===== src/rtl/parity_pkg.sv =====
// Shared types and constants for the streaming frame parity unit.
package parity_pkg;

  typedef enum logic [1:0] {
    IDLE,
    ACC,
    RESULT
  } state_e;

  localparam int ERR_CNT_W = 16;

endpackage


===== src/rtl/parity_word_reduce.sv =====
// Combinational XOR reduction of one DATA_W-bit word down to its parity bit.
module parity_word_reduce #(
  parameter int DATA_W = 8
) (
  input  logic [DATA_W-1:0] data_i,
  output logic              par_o
);

  assign par_o = ^data_i;

endmodule


===== src/rtl/parity_frame_unit.sv =====
// Streaming frame parity generator/checker with valid/ready on both sides.
// Optional feature macro: PARITY_ERR_CNT_EN adds a saturating err_cnt output.
module parity_frame_unit
  import parity_pkg::*;
#(
  parameter int DATA_W    = 8,
  parameter int MAX_WORDS = 16,
  localparam int LEN_W    = $clog2(MAX_WORDS + 1)
) (
  input  logic              clk,
  input  logic              rst_n,
  input  logic              mode_odd,
  input  logic              check_mode,
  input  logic              in_valid,
  output logic              in_ready,
  input  logic [DATA_W-1:0] in_data,
  input  logic              in_last,
  input  logic              in_par,
  output logic              out_valid,
  input  logic              out_ready,
  output logic              out_par,
  output logic              out_err,
  output logic [LEN_W-1:0]  out_len,
  output logic              out_ovf
`ifdef PARITY_ERR_CNT_EN
  ,
  output logic [ERR_CNT_W-1:0] err_cnt
`endif
);

  state_e            state_q, state_d;
  logic              acc_q, acc_d;
  logic [LEN_W-1:0]  cnt_q, cnt_d;
  logic              odd_q, odd_d;
  logic              chk_q, chk_d;
  logic              par_q, par_d;
  logic              ovf_q, ovf_d;
  logic              word_par;
  logic              accept;
  logic [LEN_W-1:0]  cnt_inc;

  parity_word_reduce #(
    .DATA_W (DATA_W)
  ) u_reduce (
    .data_i (in_data),
    .par_o  (word_par)
  );

  assign in_ready  = (state_q != RESULT);
  assign out_valid = (state_q == RESULT);
  assign accept    = in_valid & in_ready;
  assign cnt_inc   = cnt_q + 1'b1;

  always_comb begin
    state_d = state_q;
    acc_d   = acc_q;
    cnt_d   = cnt_q;
    odd_d   = odd_q;
    chk_d   = chk_q;
    par_d   = par_q;
    ovf_d   = ovf_q;
    case (state_q)
      IDLE: begin
        if (accept) begin
          acc_d = word_par;
          cnt_d = LEN_W'(1);
          odd_d = mode_odd;
          chk_d = check_mode;
          par_d = 1'b0;
          ovf_d = 1'b0;
          if (in_last) begin
            par_d   = in_par;
            state_d = RESULT;
          end else if (MAX_WORDS == 1) begin
            ovf_d   = 1'b1;
            state_d = RESULT;
          end else begin
            state_d = ACC;
          end
        end
      end
      ACC: begin
        if (accept) begin
          acc_d = acc_q ^ word_par;
          cnt_d = cnt_inc;
          if (in_last) begin
            par_d   = in_par;
            state_d = RESULT;
          end else if (cnt_inc == LEN_W'(MAX_WORDS)) begin
            // A forced termination has no received parity bit to compare.
            par_d   = 1'b0;
            ovf_d   = 1'b1;
            state_d = RESULT;
          end
        end
      end
      RESULT: begin
        if (out_ready) begin
          state_d = IDLE;
        end
      end
      default: state_d = IDLE;
    endcase
  end

  always_ff @(posedge clk or negedge rst_n) begin
    if (!rst_n) begin
      state_q <= IDLE;
      acc_q   <= 1'b0;
      cnt_q   <= '0;
      odd_q   <= 1'b0;
      chk_q   <= 1'b0;
      par_q   <= 1'b0;
      ovf_q   <= 1'b0;
    end else begin
      state_q <= state_d;
      acc_q   <= acc_d;
      cnt_q   <= cnt_d;
      odd_q   <= odd_d;
      chk_q   <= chk_d;
      par_q   <= par_d;
      ovf_q   <= ovf_d;
    end
  end

  // Result fields read as zero whenever no result is being offered.
  assign out_par = out_valid & ~chk_q & (acc_q ^ odd_q);
  assign out_err = out_valid & chk_q & (acc_q ^ par_q ^ odd_q);
  assign out_len = out_valid ? cnt_q : '0;
  assign out_ovf = out_valid & ovf_q;

`ifdef PARITY_ERR_CNT_EN
  logic [ERR_CNT_W-1:0] err_cnt_q;

  always_ff @(posedge clk or negedge rst_n) begin
    if (!rst_n) begin
      err_cnt_q <= '0;
    end else if (out_valid && out_ready && out_err && (err_cnt_q != '1)) begin
      err_cnt_q <= err_cnt_q + 1'b1;
    end
  end

  assign err_cnt = err_cnt_q;
`endif

endmodule


===== config.mk =====
export PLATFORM = sky130hd
export DESIGN_NAME = parity_frame_unit
export DESIGN_NICKNAME = d
export VERILOG_FILES = /design/src/rtl/parity_pkg.sv /design/src/rtl/parity_word_reduce.sv /design/src/rtl/parity_frame_unit.sv
export SDC_FILE = /design/constraint.sdc
export NUM_CORES = 1
export LEC_CHECK = 0
export BUFFER_PORTS_ARGS = -buffer_cell sky130_fd_sc_hd__buf_2
export CORE_MARGIN = 4
export CORE_UTILIZATION = 45
export DETAILED_ROUTE_END_ITERATION = 6
export PLACE_DENSITY = 0.79
export SYNTH_ARGS = -nofsm -noshare
export SYNTH_HDL_FRONTEND = slang
export SYNTH_HIERARCHICAL = 1
export SYNTH_SLANG_ARGS = --single-unit

===== constraint.sdc =====
create_clock -name clk -period 2.6 [get_ports clk]
set_input_delay 0.52 -clock clk [delete_from_list [all_inputs] [get_ports clk]]
set_output_delay 0.52 -clock clk [all_outputs]
set_load 0.02 [all_outputs]

Word-level counts from Yosys, hierarchy flattened --
Index checks and enable logic that the tools add are counted.
Storage, ports and cells: output and inout bits 10, bits in registers 12
Cells by class: bitwise logic cells 11, multiplexer cells 25, add/sub/neg operators 1, reduce and logical (&&, ||, !) cells 8, equal/unequal tests 10
Operator list (number):
- 5-bit 2-to-1 mux | 3
- 2-bit 2-to-1 mux | 6
- 1-bit 2-to-1 mux | 11
- 2-bit inequality test, second input constant | 5
- 5-bit one-hot mux with 2 select lines | 1
- 4-bit AND reduction | 2
- 8-bit parity | 1
- 1-bit bitwise AND | 6
- 1-bit one-hot mux with 2 select lines | 3
- 2-bit one-hot mux with 3 select lines | 1
- 5-bit by 1-bit adder with 5-bit output, second input constant | 1
- 5-bit == test, second input constant | 1
- 5-bit AND reduction | 1
- 1-bit XOR | 4
- 3-bit inequality test, second input constant | 1
- 3-bit AND reduction | 1
- 2-bit by 1-bit == test with 1-bit output, second input constant | 1
- 2-bit == test, second input constant | 1
- 2-bit zero test | 1
- 2-bit by 1-bit inequality test with 1-bit output, second input constant | 1
- 2-bit AND reduction | 1
- 2-bit nonzero test | 1
- 1-bit inverter | 1

Longest topological paths before layout --
depth after elaboration 6, gate-level depth with buffers 6

Cells and area by module --
The synthesis kept the hierarchy.
Modules (own cells, without submodules):
- parity_frame_unit | area each 683.2 um^2, cells an instance 76, times used 1
- parity_word_reduce | area each 61.3 um^2, cells an instance 7, times used 1

Least setup slack after synthesis --
Ideal clock, no wire load.
path kind reg2out, start register state_q[0], end output port out_err, cell stages (with the launch flop) 6, arrival 1.329 ns, slack 0.751 ns, path through dfrtp_1 buf_6 inv_2 nand2_1 inv_1 and4b_1
On the way: word-level cells in the longest chain between the ends 3
Ends and longest elaborated chain:
- from (decl) | line parity_frame_unit.sv:31 | state_e state_q, state_d;
- from (signal assigned) | line parity_frame_unit.sv:116 | state_q <= state_d;
- 2-bit == test | line parity_frame_unit.sv:50 | assign out_valid = (state_q == RESULT);
- via out_valid | line parity_frame_unit.sv:19 | output logic out_valid,
- 1-bit bitwise AND (2 in series) | line parity_frame_unit.sv:128 | assign out_err = out_valid & chk_q & (acc_q ^ par_q ^ odd_q);
- to (decl) | line parity_frame_unit.sv:22 | output logic out_err,
The timed path passes the listed nets, and every way through them passes these cells.

Final worst setup path --
start register state_q[0], end output port out_err
On the way: word-level cells in the longest chain between the ends 3
Ends and longest elaborated chain (line):
- 2-bit == test | parity_frame_unit.sv:50
- 1-bit bitwise AND (2 in series) | parity_frame_unit.sv:128
Every way passes these cells.

==> key figures <==
Yosys
  – Post-Syn Nets: 100
  – Post-Synth XOR/XNOR Area: 9.412%
  – Post-synthesis area per instance: ~9.0 um^2
  – Adder-cell share of the synthesized area: 1.681%
  – Number of synthesis warnings: 6
  – Mux share of post-synthesis cell area: 6.218%
  – Synth top area cells: dfrtp_1, xnor2_1, and2_1
  – Post-Syn Area: 744.5 um^2
  – Top cell type's share of synthesized area: 40.34%
  – Post-synth EDFFs: 0
  – Post-synthesis register bit count: 12
  – Top FF cell, synth: dfrtp_1
  – Simple-gate share of the synthesized area: a little under a quarter
  – Synth async-reset ratio: 100.0%
  – Seq/Total Area, Yosys: 40.34%
  – Gate Count Post-Synth: slightly above 80
  – Post-synthesis cell type count: 30
  – Main combinational cell family by area after synthesis: simple AND/OR/NAND/NOR gates
  – Post-synthesis compound-gate area fraction: 13.28%
  – Yosys top cell by area: dfrtp_1

STA
  – F_max: 486.0 MHz
  – Worst slew margin: between 60 and 70%
  – Final clock skew: 0.005262 ns
  – RSZ-0062 raised after global routing: false
  – Worst slew pin tran: 0.4900 ns
  – Endpoints failing hold: 0
  – Final worst-path cycle share: around four fifths
  – Setup TNS: 0 ns
  – Setup-failing EPs final: 0
  – Tmin final: 2.057 ns
  – Pins over their slew limit: 0

Final layout
  – Layout fillers: 146
  – NumNets Final: 126
  – Register area: 300.3 um^2
  – # diodes: 0
  – Area growth from synthesis to layout: 21.01%
  – Area of the multi-input gates: between 400 and 500 um^2
  – Final core utilization: roughly 58%
  – Layout cells sized above 1: 30.56%

Clock tree
  – Clock root buffer: clkbuf_4
  – Post-CTS Setup Inserts: 0
  – Cts repair resizes: 0
  – CTS HTree Levels: 1
  – CTS Sinks: 12
  – Hold Buf Count CTS: 0
  – Clock Tree Buf Depth: 2
  – CTS clk-pin slew, worst paths: 0.08 ns
  – Total CTS buffers: 3
  – CTS tree: built
  – Insertion delay to the later sink of the worst-skew pair: 0.28 ns

Detailed routing
  – Detailed Routing Iterations Pass 1: 5
  – Number of remaining DRC errors: 0
  – Vias per cell: slightly below 6
  – WL final: 1678 um
  – Wirelength per Cell: 13.53 um
  – Routed Antenna Nets: 0
  – Initial DRC count: 27
  – Vias: 720

Setup path
  – Worst reg-to-reg path cell count: 3
  – FF-to-FF Start: state_q[1]$_DFFE_PN0P_
  – Element type at the critical path end: primary output
  – CP arrival: 1.54 ns
  – Critical Path Start Type: flip-flop
  – Crit path to: out_err
  – Req. time, crit path: 2.08 ns
  – Crit path from: state_q[0]$_DFFE_PN0P_
  – R2r endpoint: chk_q$_DFFE_PN0P_
  – CP Class: reg2out
  – CP peak stage delay: 0.46 ns
  – Crit path max fanout: 8
  – Reg-to-reg slack, setup: 1.11 ns
  – CP Cell Sequence: inv_2 -> nand2_1 -> inv_1 -> and4b_1 -> buf_2
  – Worst path slowest cell: dfrtp_1

Floorplanning
  – Die W: 48.68 um
  – Die Area: 2369 um^2
  – I/O Pins: 26
  – Starting Density: 48.30%
  – Core box area: 1541 um^2
  – Die Ht: about 50 um
  – Row count: 14

Power
  – Pwr Total: 673.5 uW
  – Worst VDD drop: 0.0004054 V
  – Flop pwr share: 43.8%
  – Leak Pwr: 0.4423 nW
  – PwrDens: 747.6 nW/um^2
  – P_int: 425.7 uW
  – Clk pwr share: between 20% and 30%
  – Sw Share: 36.79%
  – Combinational power share: 33.9%
  – Net Sw Power: 247.8 uW

GRT
  – M2 GR Usage: 25.87%
  – Largest net degree at the start of global routing: 13
  – Global-route wire length before repair: 2884 um
  – Vias in the first global route: 673
  – Global routing usage on met1: 17.85%
  – GRT Residual Overflow: 0
  – Initial antenna violation count: 0
  – GR Layer Usage met3: between 4 and 5%
  – GRT busiest layer: met2
  – Gr usage total: around 15%

Hold path
  – Hold WC Path Type: in2async

Place
  – Detailed Place HPWL: 1310 um
  – Port Buf Inserts: 25
  – Routability Congestion: 0.8277

Job
  – Max cap viols: 0

Outcome
  – Outcome: finished clean
==> worst min-delay path by stage <==
stage | to | slack, ns
floorplan | acc_q$_DFFE_PN0P_ | 0.22
global placement | state_q[1]$_DFFE_PN0P_ | 0.41
detailed placement | odd_q$_DFFE_PN0P_ | 0.41
CTS | ovf_q$_DFFE_PN0P_ | 0.11
global route | state_q[1]$_DFFE_PN0P_ | 0.12
finish | cnt_q[2]$_DFFE_PN0P_ | 0.10
==> cell usage after synthesis (2+ instances only) <==
library cell and number:
a21oi_1 6, a41oi_1 2, and2_1 6, dfrtp_1 12, inv_1 3, mux2_2 2, nand2_1 8, nand2b_1 2
nand3_1 5, nor2_1 5, nor3_1 3, o21a_1 2, o21ai_0 3, o22ai_1 2, xnor2_1 7
==> registers in the layout, summed over array words and instances (netlist names) <==
register and count:
ovf_q 1, acc_q 1, state_q 2, par_q 1
chk_q 1, odd_q 1, cnt_q 5
==> critical path, delay by kind of cell, from the launching register on <==
| family | cells | cell delay, ns |
|---|---|---|
| DFF | 1 | 0.46 |
| buffers and inverters | 3 | 0.46 |
| and+or+nand+nor | 2 | 0.34 |
==> stage by stage <==
stage | std cells | setup WS [ns] | hold slack, ns | cell area, um^2
after floorplan | 83 | 0.7512 | 0.2244 | 744.5
after global placement | 120 | 0.9289 | 0.4115 | 864.6
after detailed placement | 120 | 0.8849 | 0.4086 | 864.6
after CTS | 124 | 0.5563 | 0.1131 | 900.9
after global routing | 124 | 0.3632 | 0.1155 | 900.9
final | 124 | 0.5425 | 0.1020 | 900.9
==> cells by family (layout without fill, tap and decap cells) <==
family                     Yosys count  in the layout
muxes                                4              4
AOI/OAI and AO/OA                   16             16
xor gates and xnor gates             8              8
and+or+nand+nor                     34             34
DFF                                 12             12
buffers and inverters                8             33
adders and majority gates            1              1
==> layer usage <==
| layer | wire (um) | share of wire [%] | up-vias |
|---|---|---|---|
| met4 | 27 | 1.6 | 0 |
| li1 | - | - | 337 |
| met1 | 659 | 39 | 345 |
| met2 | 844 | 50 | 33 |
| met5 | 0 | 0 | - |
| met3 | 147 | 8.8 | 5 |
==> placed cells by master (no fill, tap or decap), types with 3 or more instances in the layout <==
cell type	netlist	layout
buf_2	1	25
nor3_1	3	3
inv_1	3	3
nand2_1	8	8
and2_1	6	6
nand3_1	5	5
clkbuf_4	0	3
o21ai_0	3	3
nor2_1	5	5
xnor2_1	7	7
dfrtp_1	12	12
a21oi_1	6	6
==> final cells by class <==
cell class                 count  area share, %
clock buffer                   4          4.028
inverter                       4          1.667
multi-input combinational     63          44.86
sequential                    12          33.33
tap                           16          2.222
timing repair buffer          25          13.89
==> power groups by stage <==
stage	registers, mW	clock network [mW]	logic (mW)
floorplan	0.270	0	0.195
global placement	0.294	0	0.217
finish	0.295	0.150	0.229
detailed placement	0.299	0	0.227
CTS	0.295	0.152	0.228
global route	0.306	0.162	0.254
(Power assumes the default switching activity.)
